===== src/rtl/a78_loader.sv =====
// A78 cartridge image loader: strips an optional 128-byte header, rebases ROM
// data to address 0 and latches the cart descriptor fields at end of download.
module a78_loader #(
  parameter int MAX_AW = 18
) (
  input  logic              clk,
  input  logic              reset,
  input  logic              ioctl_download,
  input  logic              ioctl_wr,
  input  logic [7:0]        ioctl_dout,
  output logic              ioctl_wait,
  input  logic              mem_busy,
  output logic              wr_en,
  output logic [MAX_AW-1:0] wr_addr,
  output logic [7:0]        wr_data,
  output logic              loading,
  output logic              header_present,
  output logic [9:0]        cart_flags,
  output logic [31:0]       cart_size,
  output logic              cart_region,
  output logic              overflow
);

  typedef enum logic [2:0] {IDLE, SIG, HDR, DATA, RAW} state_t;

  localparam logic [31:0] CAP32 = 32'd1 << MAX_AW;
  localparam logic [24:0] CAP25 = CAP32[24:0];

  state_t state_q, state_d;

  logic              dlPrev_q;
  logic              loading_q;
  logic [24:0]       ofs_q;
  logic              wrEn_q;
  logic [MAX_AW-1:0] wrAddr_q;
  logic [7:0]        wrData_q;
  logic              overflow_q;
  logic              hdrPresent_q;
  logic [9:0]        cartFlags_q;
  logic [31:0]       cartSize_q;
  logic              cartRegion_q;
  logic [31:0]       shSize_q;
  logic [9:0]        shFlags_q;
  logic              shRegion_q;

  logic        dlRise, dlFall, accept, violation, sigMatch;
  logic        doWrite, dropCap;
  logic [24:0] romAddr;
  logic [31:0] finalSize;
  logic [7:0]  sigChar;

  function automatic logic [31:0] clampCap(input logic [31:0] v);
    return (v > CAP32) ? CAP32 : v;
  endfunction

  assign dlRise    = ioctl_download & ~dlPrev_q;
  assign dlFall    = ~ioctl_download & dlPrev_q & (state_q != IDLE);
  assign accept    = ioctl_wr & ~wrEn_q & loading_q;
  assign violation = ioctl_wr & wrEn_q;
  assign sigMatch  = (ioctl_dout == sigChar);

  always_comb begin
    case (ofs_q[3:0])
      4'd1, 4'd3: sigChar = 8'h41;
      4'd2:       sigChar = 8'h54;
      4'd4:       sigChar = 8'h52;
      4'd5:       sigChar = 8'h49;
      4'd6:       sigChar = 8'h37;
      4'd7:       sigChar = 8'h38;
      4'd8, 4'd9: sigChar = 8'h30;
      default:    sigChar = 8'h00;
    endcase
  end

  always_ff @(posedge clk) begin
    if (reset) state_q <= IDLE;
    else       state_q <= state_d;
  end

  always_comb begin
    state_d = state_q;
    case (state_q)
      IDLE: if (dlRise) state_d = SIG;
      SIG: begin
        if (accept && ofs_q != 25'd0) begin
          if (!sigMatch)            state_d = RAW;
          else if (ofs_q == 25'd9)  state_d = HDR;
        end
      end
      HDR:     if (accept && ofs_q == 25'd127) state_d = DATA;
      default: state_d = state_q;
    endcase
    if (dlFall) state_d = IDLE;
  end

  // Byte routing, capacity check and the end-of-load size selection.
  always_comb begin
    romAddr   = (state_q == DATA) ? (ofs_q - 25'd128) : ofs_q;
    doWrite   = 1'b0;
    dropCap   = 1'b0;
    finalSize = 32'd0;
    if (accept && (state_q == SIG || state_q == DATA || state_q == RAW)) begin
      doWrite = (romAddr < CAP25);
      dropCap = ~doWrite;
    end
    case (state_q)
      DATA: begin
        if (shSize_q != 32'd0 && shSize_q <= CAP32) finalSize = shSize_q;
        else finalSize = clampCap({7'd0, ofs_q} - 32'd128);
      end
      RAW, SIG: finalSize = clampCap({7'd0, ofs_q});
      default:  finalSize = 32'd0;
    endcase
    ioctl_wait     = wrEn_q;
    wr_en          = wrEn_q;
    wr_addr        = wrAddr_q;
    wr_data        = wrData_q;
    loading        = loading_q;
    header_present = hdrPresent_q;
    cart_flags     = cartFlags_q;
    cart_size      = cartSize_q;
    cart_region    = cartRegion_q;
    overflow       = overflow_q;
  end

  // dlPrev_q resets high so a download already in progress is ignored until it rises again.
  always_ff @(posedge clk) begin
    if (reset) begin
      dlPrev_q     <= 1'b1;
      loading_q    <= 1'b0;
      ofs_q        <= '0;
      wrEn_q       <= 1'b0;
      wrAddr_q     <= '0;
      wrData_q     <= '0;
      overflow_q   <= 1'b0;
      hdrPresent_q <= 1'b0;
      cartFlags_q  <= '0;
      cartSize_q   <= '0;
      cartRegion_q <= 1'b0;
      shSize_q     <= '0;
      shFlags_q    <= '0;
      shRegion_q   <= 1'b0;
    end else begin
      dlPrev_q <= ioctl_download;
      if (dlRise && state_q == IDLE) begin
        loading_q  <= 1'b1;
        ofs_q      <= '0;
        overflow_q <= 1'b0;
        shSize_q   <= '0;
        shFlags_q  <= '0;
        shRegion_q <= 1'b0;
      end
      if (accept) begin
        ofs_q <= ofs_q + 25'd1;
        if (state_q == HDR) begin
          if (ofs_q >= 25'd49 && ofs_q <= 25'd52) shSize_q <= {shSize_q[23:0], ioctl_dout};
          if (ofs_q == 25'd53) shFlags_q[9:8] <= ioctl_dout[1:0];
          if (ofs_q == 25'd54) shFlags_q[7:0] <= ioctl_dout;
          if (ofs_q == 25'd57) shRegion_q     <= ioctl_dout[0];
        end
      end
      if (violation || dropCap) overflow_q <= 1'b1;
      if (doWrite) begin
        wrEn_q   <= 1'b1;
        wrAddr_q <= romAddr[MAX_AW-1:0];
        wrData_q <= ioctl_dout;
      end else if (wrEn_q && !mem_busy) begin
        wrEn_q <= 1'b0;
      end
      if (dlFall) begin
        loading_q    <= 1'b0;
        hdrPresent_q <= (state_q == HDR) || (state_q == DATA);
        cartFlags_q  <= shFlags_q;
        cartRegion_q <= shRegion_q;
        cartSize_q   <= finalSize;
      end
    end
  end

endmodule


===== config.mk =====
export PLATFORM = sky130hd
export DESIGN_NAME = a78_loader
export DESIGN_NICKNAME = d
export VERILOG_FILES = /design/src/rtl/a78_loader.sv
export SDC_FILE = /design/constraint.sdc
export NUM_CORES = 1
export LEC_CHECK = 0
export ABC_AREA = 1
export BUFFER_PORTS_ARGS = -buffer_cell sky130_fd_sc_hd__clkbuf_2
export CORE_UTILIZATION = 55
export CTS_CLUSTER_SIZE = 28
export DETAILED_ROUTE_END_ITERATION = 8
export PLACE_DENSITY = 0.82
export SKIP_CTS_REPAIR_TIMING = 1
export SYNTH_ARGS = -nofsm -noshare
export SYNTH_HDL_FRONTEND = slang
export SYNTH_SLANG_ARGS = --single-unit

===== constraint.sdc =====
create_clock -name clk -period 3.6 [get_ports clk]
set_input_delay 0.18 -clock clk [delete_from_list [all_inputs] [get_ports clk]]
set_output_delay 0.18 -clock clk [all_outputs]
set_load 0.03 [all_outputs]

# --- Yosys cells after proc, flatten, opt, wreduce, memory -nomap -nowiden ---
# Memory sizes are Yosys's and may differ from the RTL's. A register that Yosys moved wholly into a read port is not among the register bits.
# Index checks and enable logic that the tools add are counted.
word_totals:
  register_bits: 145
  in_bits: 13
  n_memories: 1
  wordCells: 106
  rom_bits: 112
  output_inout_bits: 74
memory_table:
  columns: ["memory", "words", "width", "rd", "rd_clocked_by_memory_dff", "wr", "line_no", "source"]
  rows:
  - ["(name not given)", 16, 7, 1, 1, 0, "63", "case (ofs_q[3:0])"]
classes:
  reduce_logical: 23
  n_bitwise: 10
  magnitude_cmp: 6
  muxes: 34
  n_addsub: 3
  eq_ne: 14
ops:
  columns: ["op", "n"]
  rows:
  - ["$mux W32", 6]
  - ["$mux W25", 4]
  - ["$eq A25 B6 Y1 const B", 3]
  - ["$pmux W32 S2", 1]
  - ["$gt A32 B19 Y1 const B", 1]
  - ["$le A32 B19 Y1 const B", 1]
  - ["$reduce_bool A32 Y1", 1]
  - ["$mux W10", 3]
  - ["$sub A25 B8 Y26 const B", 1]
  - ["$add A25 B1 Y25 const B", 1]
  - ["$eq A25 B4 Y1 const B", 1]
  - ["$eq A25 B7 Y1 const B", 1]
  - ["$ge A25 B6 Y1 const B", 1]
  - ["$gt A25 B19 Y1 const B", 1]
  - ["$le A25 B6 Y1 const B", 1]
  - ["$lt A25 B19 Y1 const B", 1]
  - ["$reduce_bool A25 Y1", 1]
  - ["$sub A25 B8 Y25 const B", 1]
  - ["$mux W3", 5]
  - ["$mux W1", 10]
  - ["$pmux W3 S3", 1]
  - ["$eq A8 B8 Y1", 1]
  - ["$mux W4", 2]
  - ["$mux W8", 1]
  - ["16 further kinds", 40]

# --- Depth between registers and ports, before layout ---
logic_depth:
  word_depth: 7
  mapped_depth: 17

# --- Worst setup path before layout ---
# OpenSTA, ideal clock, no wires.
synth_path:
  kind: "reg-to-reg"
  startpoint: "register ofs_q[8]"
  endpoint: "register cartSize_q[10] (netlist: cart_size[10])"
  synth_period_minus_slack_ps: 2027
  required_ps: 3530
  path_buffers: 1
  setup_time_ps: 70
  t_arrival_ps: 1957
  setup_slack_ps: 1573
  path_stages_with_launch: 13
  cell_sequence: "dfxtp_1 > inv_1 > ha_1 > xnor2_1 > nand2_1 > nor2_1 > nand3_1 > nor2_1 > nand2_1 > o21ai_4 > buf_6 > nand3_2 > a21oi_2"
synth_between:
  elab_chain_cells: 5
synth_lines:
  columns: ["element", "line_no", "source"]
  rows:
  - ["start: declaration", "33", "logic [24:0] ofs_q;"]
  - ["start signal: assignment", "154", "ofs_q <= ofs_q + 25'd1;"]
  - ["$sub A25 B8 Y26", "109", "else finalSize = clampCap({7'd0, ofs_q} - 32'd128);"]
  - ["$gt A32 B19 Y1", "53", "return (v > CAP32) ? CAP32 : v;"]
  - ["$mux W32", "53", null]
  - ["$mux W32", "108", "if (shSize_q != 32'd0 && shSize_q <= CAP32) finalSize = shSize_q;"]
  - ["$pmux W32 S2 *", "106", "case (state_q)"]
  - ["end signal: assignment", "175", "cartSize_q <= finalSize;"]
  - ["end: declaration", "40", "logic [31:0] cartSize_q;"]
# Mark *: on every way between the ends. The rest lies on a longest branch, timed or not.
# A chain may end at the register's enable or synchronous reset.

# --- Final worst setup path ---
layout_path:
  startpoint: "register ofs_q[7]"
  endpoint: "register shSize_q[26]"
layout_between:
  elab_chain_cells: 5
layout_lines:
  columns: ["element", "line_no", "source"]
  rows:
  - ["$ge A25 B6 Y1 or $le A25 B6 Y1 (tied branches)", "156", "if (ofs_q >= 25'd49 && ofs_q <= 25'd52) shSize_q <= {shSize_q[23:0], ioctl_dout};"]
  - ["$logic_and A1 B1 Y1 *", "156", null]
  - ["$mux W32 *", "156", null]
  - ["$mux W32 *", "155", "if (state_q == HDR) begin"]
  - ["$mux W32 *", "153", "if (accept) begin"]
  - ["end signal: assignment", "156", null]
  - ["end: declaration", "42", "logic [31:0] shSize_q;"]
# Marked as above.

==> flow_summary.yaml <==
outcome:
  status: "finished, violations left"
  violations: "negative hold slack"
critical_path:
  cp_max_fo: 33
  r2r_start: "ofs_q[7]"
  crit_path_start_kind: "flop"
  critical_path_class: "reg -> reg"
  end_kind: "flop"
  startpoint: "ofs_q[7]"
  required_ns: 3.92
  arrival_ns: 2.91
routing:
  wire_per_inst_um: 15.4
  ant_nets: 0
  vias: 8169
  route.detailed.drc: 0
  dr.pass1.iters: 7
  drt-initial-drc-count: 1191
  viasPerCell: 5.62
  finalWirelength_um: 22400
sta:
  fmax_mhz: 387
  fin_hold_ws_ns: -0.0290
  fin_setup_tns_ns: 0
  fin_crit_ns: 2.58
  tightestPinTransition_ns: 0.683
  slew_violations: 0
  rsz0062_at_grt: "no"
  slew_headroom_pct: 54.5
  skew_ns: 0.00883
  hold_viol: 2
  setup_viol_count_final: 0
  period_share_pct: 71.7
yosys:
  avgSynthCellArea_um2: 6.74
  ys_seq_area_share_pct: 37.6
  synth_mux_area_share_pct: 0
  synth-compound-area-share_pct: 14.3
  yosysTopAreaCellShare_pct: 37.6
  netlist_instances: 1202
  yosysWarnings: 0
  synth-simple-area-share_pct: 35.2
  syn_nets: 1225
  synth_top_cell_by_area: "dfxtp_1"
  synth_ff_type: "dfxtp_1"
  synth_edf_count: 0
  async_reset_ff_share_pct: 0
  synth-xor-area-share_pct: 1.50
  yosysUniqueCellTypes: 50
  synth_top_family_by_area: "simple AND/OR/NAND/NOR gates"
  yosys-top-cells-area: "dfxtp_1, nor2_1, nand2_1"
  synth_seq_cells: 152
  syn_area_mm2: 0.00810
  synth_adder_area_share_pct: 1.54
clocking:
  numCtsBuffers: 17
  cts_tree: "done"
  clkLatencyLatePin_ns: 0.44
  cts_num_sinks: 152
  cts_max_path_buffers: 2
  htree_levels: 4
  clk_pin_slew_worst_paths_ns: 0.07
  cts_root_buf: "clkbuf_16"
placement:
  io_buffers: 86
  dp_hpwl_um: 15900
  gp_congestion: 1.01
power_and_ir_drop:
  p_per_area_mw_per_mm2: 447
  leakage_nw: 3.96
  power.total_w: 0.00405
  ir_drop_mv: 0.335
global_routing:
  grt_pass1_wl_um: 35100
  grt_pass1_vias: 6970
  gr-total-overflow: 0
  use_met2_pct: 45.7
  gr-usage-met1_pct: 40.0
  grt.met3_usage_pct: 8.39
  grt_most_used_layer: "met2"
  grt_usage_pct: 30.1
  antenna_found_initial: 0
  grt_max_degree: 54
floorplanning:
  coreArea_mm2: 0.0141
  num_rows: 43
  boundaryPins: 87
  dieArea_mm2: 0.0152
  fp.dieW_um: 123
  initial_core_util_pct: 57.3
  die_y_um: 123
min_path:
  hold_path.class: "in -> reg"
  min_from: "ioctl_download"
job:
  cap_violations: 0
cells_and_area:
  nets: 1283
  fin_util_pct: 64.0
  n_antenna_cell: 0
  drive_above_1_share_pct: 15.6
  syn_to_final_growth_pct: 11.9
## synthesized netlist by cell type (2+ instances only)
| cell | instances |
|---|---|
| a221oi_1 | 4 |
| a21oi_2 | 10 |
| nor2_2 | 11 |
| nand3_2 | 11 |
| o21ai_0 | 93 |
| a22oi_1 | 9 |
| buf_6 | 12 |
| o21ai_1 | 3 |
| nand3_1 | 68 |
| nand2_1 | 219 |
| inv_1 | 111 |
| nor4_1 | 7 |
| nor2_4 | 6 |
| o31ai_1 | 3 |
| inv_2 | 4 |
| nand4_1 | 23 |
| buf_4 | 3 |
| or2_2 | 4 |
| o211ai_1 | 3 |
| clkbuf_1 | 31 |
| nor2_1 | 261 |
| ha_1 | 10 |
| nand2_2 | 9 |
| clkinv_1 | 5 |
| xor2_1 | 11 |
| buf_1 | 2 |
| buf_2 | 11 |
| nor3_1 | 19 |
| dfxtp_1 | 152 |
| a211oi_1 | 8 |
| o22ai_1 | 2 |
| a21oi_1 | 59 |
## placed cells by master, fill, tap and decap left out, drive strengths merged
master	Yosys	layout
o21a	1	1
a22oi	9	9
nand3	80	80
dfxtp	152	152
a311oi	1	1
nor4	7	7
a211oi	8	8
inv	116	125
nor2	279	279
xor2	12	12
o211ai	3	3
o211a	1	1
a31oi	1	1
or2	4	4
clkinvlp	0	2
o31ai	3	3
nand2	229	229
xnor2	1	1
clkinv	5	9
buf	29	13
nor3	21	21
ha	10	10
o22ai	2	2
a21oi	70	70
o21ai	97	97
nand4	24	24
a221oi	4	4
clkbuf	31	103
nand3b	1	1
o21bai	1	1
## per-stage QoR
stage,cells,setup slack (ns),cell area [um2]
global placement,1421,1.17,8510
floorplan,1202,1.57,8100
CTS,1453,1.06,9060
global route,1453,0.806,9060
finish,1453,1.02,9060
detailed placement,1421,1.09,8510
## routing by layer
| metal | up-vias | share of wire, % |
|---|---|---|
| met5 | - | 0 |
| met4 | 0 | 3.2 |
| met3 | 56 | 10 |
| met2 | 446 | 44 |
| met1 | 3664 | 43 |
| li1 | 4003 | - |
## registers in the layout, summed over array words and instances (netlist names)
name,cells
wr_addr,18
wr_data,8
overflow,1
sigChar,7
cart_flags,10
shSize_q,32
cart_region,1
loading,1
dlPrev_q,1
shFlags_q,10
ofs_q,25
shRegion_q,1
state_q,3
ioctl_wait,1
header_present,1
cart_size,32
## power by group
part	internal (W)	leakage (nW)	switching [W]
Clock	0.000904	0.269	0.000785
Combinational	0.000147	2.46	0.000440
Sequential	0.00174	1.23	0.0000340
Total	0.00279	3.96	0.00126
## final cells by class
| cell class | count | area (um2) |
|---|---|---|
| Fill cell | 1299 | 5090 |
| Multi-Input combinational cell | 869 | 4250 |
| Sequential cell | 152 | 3040 |
| Timing Repair Buffer | 99 | 528 |
| Inverter | 121 | 457 |
| Clock buffer | 17 | 425 |
| Tap cell | 180 | 225 |
| Clock inverter | 15 | 130 |
## worst max-delay path: stages (launching register included)
cell	delay, ns
dfxtp_1	0.40
inv_2	0.18
ha_1	0.30
nand3_2	0.13
inv_2	0.10
nand3_1	0.10
nor2_1	0.13
nand4_2	0.32
nand2_4	0.39
inv_4	0.18
nor2_1	0.14
nor2_1	0.07
## worst paths after layout
path,end,slack (ns),cells after the start
setup reg to reg,shSize_q[26],1.02,11
hold / removal,dlPrev_q,-0.03,3
setup / recovery,shSize_q[26],1.02,11
hold reg to reg,cart_size[29],0.44,2
## logic make-up (layout without fill, tap and decap cells)
group / Yosys count / count (layout)
buffers and inverters: 181 / 252
XOR/XNOR: 13 / 13
adder cells (fa/ha/maj): 10 / 10
AO/OA/AOI/OAI: 201 / 201
AND/OR/NAND/NOR: 645 / 645
flip-flops: 152 / 152
Note: power is estimated with default switching activity, not from simulation.
